`src/rtl/sram22_req_adapter_if.sv`:
```
// Request/response stream bundle between a client and sram22_req_adapter.
// The master drives requests and the response ready; the slave answers with ready and read data.
interface sram22_req_adapter_if #(
  parameter int DATA_WIDTH  = 8,
  parameter int ADDR_WIDTH  = 12,
  parameter int WMASK_WIDTH = 1
);
  logic                   req_valid;
  logic                   req_ready;
  logic                   req_we;
  logic [WMASK_WIDTH-1:0] req_wmask;
  logic [ADDR_WIDTH-1:0]  req_addr;
  logic [DATA_WIDTH-1:0]  req_wdata;
  logic                   rsp_valid;
  logic                   rsp_ready;
  logic [DATA_WIDTH-1:0]  rsp_rdata;

  modport master (
    output req_valid, req_we, req_wmask, req_addr, req_wdata, rsp_ready,
    input  req_ready, rsp_valid, rsp_rdata
  );

  modport slave (
    input  req_valid, req_we, req_wmask, req_addr, req_wdata, rsp_ready,
    output req_ready, rsp_valid, rsp_rdata
  );
endinterface

```
`src/rtl/sram22_req_adapter.sv`:
```
// Stream-to-pin adapter for the 4096x8 single-port SRAM, with a credited response FIFO.
// Define SRAM22_REQ_ADAPTER_STATS_EN to add saturating rd_count/wr_count outputs.
module sram22_req_adapter #(
  parameter int DATA_WIDTH  = 8,
  parameter int ADDR_WIDTH  = 12,
  parameter int WMASK_WIDTH = 1,
  parameter int RSP_DEPTH   = 2
) (
  input  logic                   clk,
  input  logic                   rstb,
  sram22_req_adapter_if.slave    bus,
  output logic                   sram_we,
  output logic [WMASK_WIDTH-1:0] sram_wmask,
  output logic [ADDR_WIDTH-1:0]  sram_addr,
  output logic [DATA_WIDTH-1:0]  sram_din,
  input  logic [DATA_WIDTH-1:0]  sram_dout
`ifdef SRAM22_REQ_ADAPTER_STATS_EN
  ,
  output logic [15:0]            rd_count,
  output logic [15:0]            wr_count
`endif
);

  localparam int PW = $clog2(RSP_DEPTH);
  localparam int CW = $clog2(RSP_DEPTH + 1);
  localparam int OW = CW + 1;

  logic [DATA_WIDTH-1:0] fifo_mem [RSP_DEPTH];
  logic [PW-1:0]         wr_ptr;
  logic [PW-1:0]         rd_ptr;
  logic [CW-1:0]         count;
  logic                  pending_q;
  logic [OW-1:0]         occ;
  logic                  rd_credit;
  logic                  req_fire;
  logic                  rsp_fire;
  logic                  push;
  logic                  pop;

  // A read may enter only if its future FIFO slot is guaranteed, counting the one in flight;
  // a pop in this same cycle frees a slot early.
  assign occ       = OW'(count) + OW'(pending_q);
  assign rsp_fire  = bus.rsp_valid & bus.rsp_ready;
  assign rd_credit = (occ < OW'(RSP_DEPTH)) | ((occ == OW'(RSP_DEPTH)) & rsp_fire);
  assign bus.req_ready = rstb & (bus.req_we | rd_credit);
  assign req_fire  = bus.req_valid & bus.req_ready;

  assign sram_addr  = bus.req_addr;
  assign sram_din   = bus.req_wdata;
  assign sram_wmask = bus.req_wmask;
  assign sram_we    = req_fire & bus.req_we;

  assign push          = pending_q;
  assign pop           = rsp_fire;
  assign bus.rsp_valid = (count != '0);
  assign bus.rsp_rdata = fifo_mem[rd_ptr];

  function automatic logic [PW-1:0] next_ptr(input logic [PW-1:0] p);
    return (p == PW'(RSP_DEPTH - 1)) ? '0 : p + PW'(1);
  endfunction

  always_ff @(posedge clk or negedge rstb) begin
    if (!rstb) begin
      pending_q <= 1'b0;
      wr_ptr    <= '0;
      rd_ptr    <= '0;
      count     <= '0;
    end else begin
      pending_q <= req_fire & ~bus.req_we;
      if (push) wr_ptr <= next_ptr(wr_ptr);
      if (pop)  rd_ptr <= next_ptr(rd_ptr);
      case ({push, pop})
        2'b10:   count <= count + CW'(1);
        2'b01:   count <= count - CW'(1);
        default: count <= count;
      endcase
    end
  end

  // dout still holds the previous edge's read here, even if this edge writes the macro.
  always_ff @(posedge clk) begin
    if (push) fifo_mem[wr_ptr] <= sram_dout;
  end

  a_no_overflow: assert property (@(posedge clk) disable iff (!rstb)
    !(push && !pop && (count == CW'(RSP_DEPTH))));

`ifdef SRAM22_REQ_ADAPTER_STATS_EN
  always_ff @(posedge clk or negedge rstb) begin
    if (!rstb) begin
      rd_count <= '0;
      wr_count <= '0;
    end else begin
      if (req_fire && !bus.req_we && (rd_count != 16'hFFFF)) rd_count <= rd_count + 16'd1;
      if (req_fire &&  bus.req_we && (wr_count != 16'hFFFF)) wr_count <= wr_count + 16'd1;
    end
  end
`endif

endmodule

```
`src/flat_wrapper.sv`:
```
// flat-port wrapper written by rule: the top's interface ports become plain ports
module sram22_req_adapter_flat 
#(
  parameter int DATA_WIDTH  = 8,
  parameter int ADDR_WIDTH  = 12,
  parameter int WMASK_WIDTH = 1,
  parameter int RSP_DEPTH   = 2
)
  (clk, rstb, sram_we, sram_wmask, sram_addr, sram_din, sram_dout, bus_req_valid, bus_req_we, bus_req_wmask, bus_req_addr, bus_req_wdata, bus_rsp_ready, bus_req_ready, bus_rsp_valid, bus_rsp_rdata);
  sram22_req_adapter_if #(.DATA_WIDTH(DATA_WIDTH), .ADDR_WIDTH(ADDR_WIDTH), .WMASK_WIDTH(WMASK_WIDTH)) bus_i ();
  input  logic clk;
  input  logic rstb;
  output logic sram_we;
  output logic [WMASK_WIDTH-1:0] sram_wmask;
  output logic [ADDR_WIDTH-1:0] sram_addr;
  output logic [DATA_WIDTH-1:0] sram_din;
  input  logic [DATA_WIDTH-1:0] sram_dout;
  input wire logic [$bits(bus_i.req_valid)-1:0] bus_req_valid;
  input wire logic [$bits(bus_i.req_we)-1:0] bus_req_we;
  input wire logic [$bits(bus_i.req_wmask)-1:0] bus_req_wmask;
  input wire logic [$bits(bus_i.req_addr)-1:0] bus_req_addr;
  input wire logic [$bits(bus_i.req_wdata)-1:0] bus_req_wdata;
  input wire logic [$bits(bus_i.rsp_ready)-1:0] bus_rsp_ready;
  output wire logic [$bits(bus_i.req_ready)-1:0] bus_req_ready;
  output wire logic [$bits(bus_i.rsp_valid)-1:0] bus_rsp_valid;
  output wire logic [$bits(bus_i.rsp_rdata)-1:0] bus_rsp_rdata;
  assign bus_i.req_valid = bus_req_valid;
  assign bus_i.req_we = bus_req_we;
  assign bus_i.req_wmask = bus_req_wmask;
  assign bus_i.req_addr = bus_req_addr;
  assign bus_i.req_wdata = bus_req_wdata;
  assign bus_i.rsp_ready = bus_rsp_ready;
  assign bus_req_ready = bus_i.req_ready;
  assign bus_rsp_valid = bus_i.rsp_valid;
  assign bus_rsp_rdata = bus_i.rsp_rdata;
  sram22_req_adapter #(.DATA_WIDTH(DATA_WIDTH), .ADDR_WIDTH(ADDR_WIDTH), .WMASK_WIDTH(WMASK_WIDTH), .RSP_DEPTH(RSP_DEPTH)) u_core (.clk(clk), .rstb(rstb), .bus(bus_i), .sram_we(sram_we), .sram_wmask(sram_wmask), .sram_addr(sram_addr), .sram_din(sram_din), .sram_dout(sram_dout));
endmodule
```
`config.mk`:
```
export PLATFORM = sky130hd
export DESIGN_NAME = sram22_req_adapter_flat
export DESIGN_NICKNAME = d
export VERILOG_FILES = /design/src/rtl/sram22_req_adapter_if.sv /design/src/rtl/sram22_req_adapter.sv /design/src/flat_wrapper.sv
export SDC_FILE = /design/constraint.sdc
export NUM_CORES = 1
export LEC_CHECK = 0
export ABC_AREA = 1
export CORE_UTILIZATION = 36
export DETAILED_ROUTE_END_ITERATION = 8
export PLACE_DENSITY = 0.9
export SLEW_MARGIN = 20
export SYNTH_ARGS = -nofsm -noshare
export SYNTH_HDL_FRONTEND = slang
export SYNTH_SLANG_ARGS = --single-unit
```
`constraint.sdc`:
```
create_clock -name clk -period 2.2 [get_ports clk]
set_input_delay 0.66 -clock clk [delete_from_list [all_inputs] [get_ports clk]]
set_output_delay 0.66 -clock clk [all_outputs]
set_load 0.1 [all_outputs]
```
# Word-level counts from Yosys, hierarchy flattened
# Memory sizes are Yosys's and may differ from the RTL's.
# Index checks and enable logic that the tools add are counted.
word_totals:
  output_inout_bits: 32
  elab_cells: 30
  register_bits: 5
  in_bits: 34
  ramBits: 16
  memories: 1
classes:
  bitwise: 9
  muxes: 5
  add_sub_neg: 5
  magnitude_cmp: 1
  eq_ne: 3
  n_reduce_logical: 2
mem_list:
  columns: ["memory", "words", "width", "read_ports", "rd_ports_with_merged_regs", "wr", "line", "text"]
  rows:
  - ["u_core.fifo_mem", 2, 8, 1, 0, 1, "sram22_req_adapter.sv:28", "logic [DATA_WIDTH-1:0] fifo_mem [RSP_DEPTH];"]
ops:
  columns: ["op", "n"]
  rows:
  - ["$and A1 B1 Y1", 6]
  - ["$mux W1", 4]
  - ["$pmux W2 S2", 1]
  - ["$reduce_bool A2 Y1", 2]
  - ["$add A2 B1 Y3", 1]
  - ["$eq A3 B2 Y1 const B", 1]
  - ["$lt A3 B2 Y1 const B", 1]
  - ["$add A1 B1 Y1 const B", 2]
  - ["$add A2 B1 Y2 const B", 1]
  - ["$eq A2 B1 Y1 const B", 1]
  - ["$eq A2 B2 Y1 const B", 1]
  - ["$or A1 B1 Y1", 2]
  - ["$sub A2 B1 Y2 const B", 1]
  - ["$not A1 Y1", 1]

# Depth between registers and ports, before layout
depth:
  word_depth: 8
  depth_mapped: 9

# Worst setup path before layout
# OpenSTA, ideal clock, no wires.
synth_timing:
  kind: "flip-flop to output port"
  from: "reg u_core.count[0]"
  to: "out bus_req_ready"
  required_time_ps: 1540
  path_stages_with_launch: 8
  arrival_time_ps: 2462
  path_slack_ps: -922
  path_cell_list: "dfrtp_1 ha_1 inv_1 ha_1 nand2_1 nor2_2 nand2_2 a21boi_1"
synth_via:
  elab_chain_cells: 6
  elab_cells_between_ends: 9
  cone_classes: "1 x add/sub; 1 x order compare; 1 x eq/ne; 5 x bitwise; 1 x reduce/logical"
synth_lines:
  columns: ["element", "line", "text"]
  rows:
  - ["start, declared", "sram22_req_adapter.sv:31", "logic [CW-1:0] count;"]
  - ["start signal, assigned", "sram22_req_adapter.sv:73", "2'b10: count <= count + CW'(1);"]
  - ["start signal, assigned", "sram22_req_adapter.sv:74", "2'b01: count <= count - CW'(1);"]
  - ["start signal, assigned", "sram22_req_adapter.sv:75", "default: count <= count;"]
  - ["parallel branches: the longest is 3 deep, another holds $add A2 B1 Y3", null, null]
  - ["$or A1 B1 Y1 (*)", "sram22_req_adapter.sv:44", "assign rd_credit = (occ < OW'(RSP_DEPTH)) | ((occ == OW'(RSP_DEPTH)) & rsp_fire);"]
  - ["$or A1 B1 Y1 (*)", "sram22_req_adapter.sv:45", "assign bus.req_ready = rstb & (bus.req_we | rd_credit);"]
  - ["$and A1 B1 Y1 (*)", "sram22_req_adapter.sv:45", null]
  - ["end, declared", "flat_wrapper.sv:24", "output wire logic [$bits(bus_i.req_ready)-1:0] bus_req_ready;"]
# Mark *: on every way between the ends.

# Worst setup path after layout
layout_timing:
  from: "reg u_core.pending_q"
  to: "out bus_req_ready"
layout_via:
  elab_chain_cells: 6
  elab_cells_between_ends: 7
  cone_classes: "1 x add/sub; 1 x order compare; 1 x eq/ne; 4 x bitwise"
layout_lines:
  columns: ["element", "line", "text"]
  rows:
  - ["start, declared", "sram22_req_adapter.sv:32", "logic pending_q;"]
  - ["start signal, assigned", "sram22_req_adapter.sv:69", "pending_q <= req_fire & ~bus.req_we;"]
  - ["$add A2 B1 Y3 (*)", "sram22_req_adapter.sv:42", "assign occ = OW'(count) + OW'(pending_q);"]
  - ["parallel branches: the longest is 2 deep, another holds $lt A3 B2 Y1", null, null]
  - ["$or A1 B1 Y1 (*)", "sram22_req_adapter.sv:44", null]
  - ["$or A1 B1 Y1 (*)", "sram22_req_adapter.sv:45", null]
  - ["$and A1 B1 Y1 (*)", "sram22_req_adapter.sv:45", null]
# Marked as above.

==> reports/qor.csv <==
stage,metric,value,unit
route,DR vias/cell,4.66,
yosys,synth unique cells,18,
timing,minimum clock period,2.46,ns
worst_setup_path,worst flop-to-flop path startpoint,u_core.count[0]$_DFFE_PN0P_,
route,via count,652,
timing,worst setup margin,-0.262,ns
run_status,status,"complete, but fails checks",
die,FP Rows,19,
timing,Setup TNS,-0.262,ns
pwr,maximum vdd drop,1070,uV
global_routing,first-pass GRT wire length,2860,um
placed_design,GPL Wtd Cong,0.704,
job,max cap viols,0,
timing,final setup fails,1,
cts,Max clock buf depth,2,
yosys,Synth area leader,edfxtp_1,
cts,CTS tree,yes,
hold_path,HP Class,in -> async,
placed_design,pre-CTS setup slack,-0.190,ns
cts,Worst-path clk slew,0.10,ns
pwr,pwr/cell area,1460,nW/um2
yosys,asr flop ratio synth,23.8,%
yosys,"flops & latches, synth",21,
cells_and_area,Finished Cell Area,1370,um2
route,WL/cell,13.2,um
yosys,"count leader, synth",nand2_1,
yosys,"Seq/Total Area, Yosys",57.3,%
global_routing,largest net degree at the start of global routing,12,
route,Iter 0 DRT Violations,12,
die,CORE AREA,2760,um2
yosys,commonest cells in the netlist,"nand2_1 (27), buf_4 (21), edfxtp_1 (16), inv_1 (7), dfrtp_1 (5)",
worst_setup_path,most common cell type on the critical path,nand2_2,
route,total wire length,1850,um
global_routing,gr usage total,11.9,%
worst_setup_path,Reg-to-Reg End,u_core.count[1]$_DFFE_PN0P_,
yosys,synthesized area per cell,10.7,um2
placed_design,Port Buffers,23,
cells_and_area,nets,148,
cells_and_area,Register Area,606,um2
yosys,syn nets,137,
worst_setup_path,CP Cell Sequence,ha_2 > inv_2 > ha_4 > nand2_2 > nor2_2 > nand2_2 > a21boi_4 > buf_12,
worst_setup_path,worst reg-to-reg setup slack,0.48,ns
timing,Slew HR,56.1,%
timing,Fin. Hold Viols,0,
cells_and_area,Fill cells,247,
timing,unrepaired setup endpoints after global routing,yes,
global_routing,vias in the first global route,652,
worst_setup_path,critical path startpoint category,flip-flop,
die,initial core utilization,38.3,%
timing,Max Clock Freq,406,MHz
route,DR DRC count,0,
worst_setup_path,Worst R2R Path Depth,8,
worst_setup_path,CP required,1.54,ns
worst_setup_path,Crit-path slowest cell,dfrtp_1,
timing,period utilisation layout,112,%
pwr,leakage,0.586,nW
cts,CTS buffer count,3,
die,Vert. Die Dim,56.2,um
timing,actual slew at the worst max-slew pin,0.657,ns
die,die area,3160,um2
placed_design,# placed instances,134,
die,Ports,66,
cts,Worst-Skew Late Latency,0.29,ns
cts,Root Driver,clkbuf_4,
worst_setup_path,"Data arrival, critical path",1.80,ns
placed_design,DP Area,1310,um2
worst_setup_path,Worst path max stage delay,0.40,ns
cells_and_area,footprint of the multi-input gates,284,um2
cells_and_area,Antenna diodes,0,
cts,# hold bufs at CTS,0,
cts,Max H-tree Level,1,
worst_setup_path,CP max FO,3,
cells_and_area,layout cells sized above 1,28.4,%
die,Chip Width,56.2,um
worst_setup_path,CP Class,reg -> out,
global_routing,grt total ovfl,0,
global_routing,initial antenna violation count,0,
timing,Slew Limit Fails,0,
cells_and_area,Final Non-Filler Cells,140,
placed_design,HPWL after DPL,1420,um
yosys,top-area cell type share of the netlist area,45.4,%
yosys,Synth Instances,99,
route,DRT Pass-1 Iters,4,
cts,clock sink count,21,
yosys,Synth Flop Type,edfxtp_1,
run_status,failing checks,negative setup slack,
timing,Worst Skew,0.00115,ns
yosys,synthesized area,1060,um2
yosys,Post-synth EDFFs,16,
yosys,Ys Warns,0,
route,Routed Antenna Nets,0,
timing,final hold slack,0.436,ns
cells_and_area,Area growth syn-to-layout,29.1,%
yosys,"top cells by area, synth","edfxtp_1 (45%), buf_4 (15%), dfrtp_1 (12%), nand2_1 (9.6%), ha_1 (4.7%)",
worst_setup_path,Worst setup EP type,output pin,
## power by group
group | switching, mW | internal, mW | total (mW)
Clock | 0.105 | 0.0706 | 0.175
Sequential | 0.0640 | 0.487 | 0.551
Combinational | 0.820 | 0.447 | 1.27
## final cells by class
| type | instances | share of cell area (%) |
|---|---|---|
| Inverter | 9 | 2.47 |
| Sequential cell | 21 | 44.4 |
| Multi-Input combinational cell | 47 | 20.8 |
| Clock buffer | 4 | 1.92 |
| Tap cell | 31 | 2.84 |
| Timing Repair Buffer | 28 | 27.6 |
## cell usage in the layout, fill, tap and decap left out
| cell type | n |
|---|---|
| nor2_2 | 2 |
| buf_12 | 11 |
| nand2_1 | 26 |
| inv_2 | 4 |
| a21boi_4 | 1 |
| nand3_1 | 2 |
| xnor2_1 | 1 |
| clkbuf_4 | 3 |
| nor2_1 | 3 |
| buf_4 | 5 |
| o21ai_1 | 1 |
| ha_4 | 1 |
| inv_1 | 5 |
| clkdlybuf4s50_1 | 11 |
| ha_1 | 2 |
| dlygate4sd2_1 | 1 |
| a21oi_1 | 1 |
| dfrtp_1 | 5 |
| nand2_2 | 2 |
| clkbuf_1 | 1 |
| xor2_1 | 3 |
| nor2_4 | 1 |
| ha_2 | 1 |
| edfxtp_1 | 16 |
## flip-flops by register name, summed over array words and instances (netlist names)
name	flops
u_core.count	2
u_core.fifo_mem	16
u_core.pending_q	1
u_core.rd_ptr	1
u_core.wr_ptr	1
## how the worst max path moves through the flow
stage,start,to,slack [ns],cells after the start
6_report,u_core.pending_q$_DFF_PN0_,bus_req_ready,-0.26,8
3_3_place_gp,bus_rsp_ready,bus_req_ready,-0.17,6
4_1_cts,u_core.pending_q$_DFF_PN0_,bus_req_ready,-0.31,8
5_1_grt,u_core.pending_q$_DFF_PN0_,bus_req_ready,-0.34,8
3_5_place_dp,bus_rsp_ready,bus_req_ready,-0.19,6
2_1_floorplan,u_core.count[0]$_DFFE_PN0P_,bus_req_ready,-0.12,7
## critical path, delay by kind of cell, from the launching register on
kind                     cells  cell delay, ns
buffers and inverters        2            0.24
flip-flops                   1            0.40
adder cells (fa/ha/maj)      2            0.47
AND/OR/NAND/NOR              3            0.25
AO/OA/AOI/OAI                1            0.15
## routing by layer
metal  share of wire, %  track usage [%]  up-vias
li1                   -                -      311
met1                 30             10.4      296
met2                 57             23.6       31
met3                8.8             3.26       14
met4                3.9             6.62        0
met5                  0                0        -
## metrics by stage
| step | util, % | power [mW] |
|---|---|---|
| 3_5_place_dp | 47.4 | 1.79 |
| 5_1_grt | 49.5 | 2.07 |
| 4_1_cts | 49.2 | 2.00 |
| 6_report | 49.5 | 1.99 |
| 2_1_floorplan | - | 1.52 |
| 3_3_place_gp | 47.4 | 1.76 |
## cells by family after synthesis
| logic type | after synthesis | synth area share (%) |
|---|---|---|
| compound gates | 3 | 1.66 |
| fa+ha+maj | 4 | 4.73 |
| simple gates | 36 | 14.4 |
| xor+xnor | 4 | 3.31 |
| flops | 21 | 57.3 |
| buf+inv | 31 | 18.6 |
## timing repair
action                                  4_1_cts  5_1_grt
pin swaps                                     5        0
resized for setup                             6        0
setup buffers                                 1        1
hold endpoints to repair                      0        0
endpoints found under the setup margin        2        2
No activity file was read; power rests on OpenSTA's default activity.
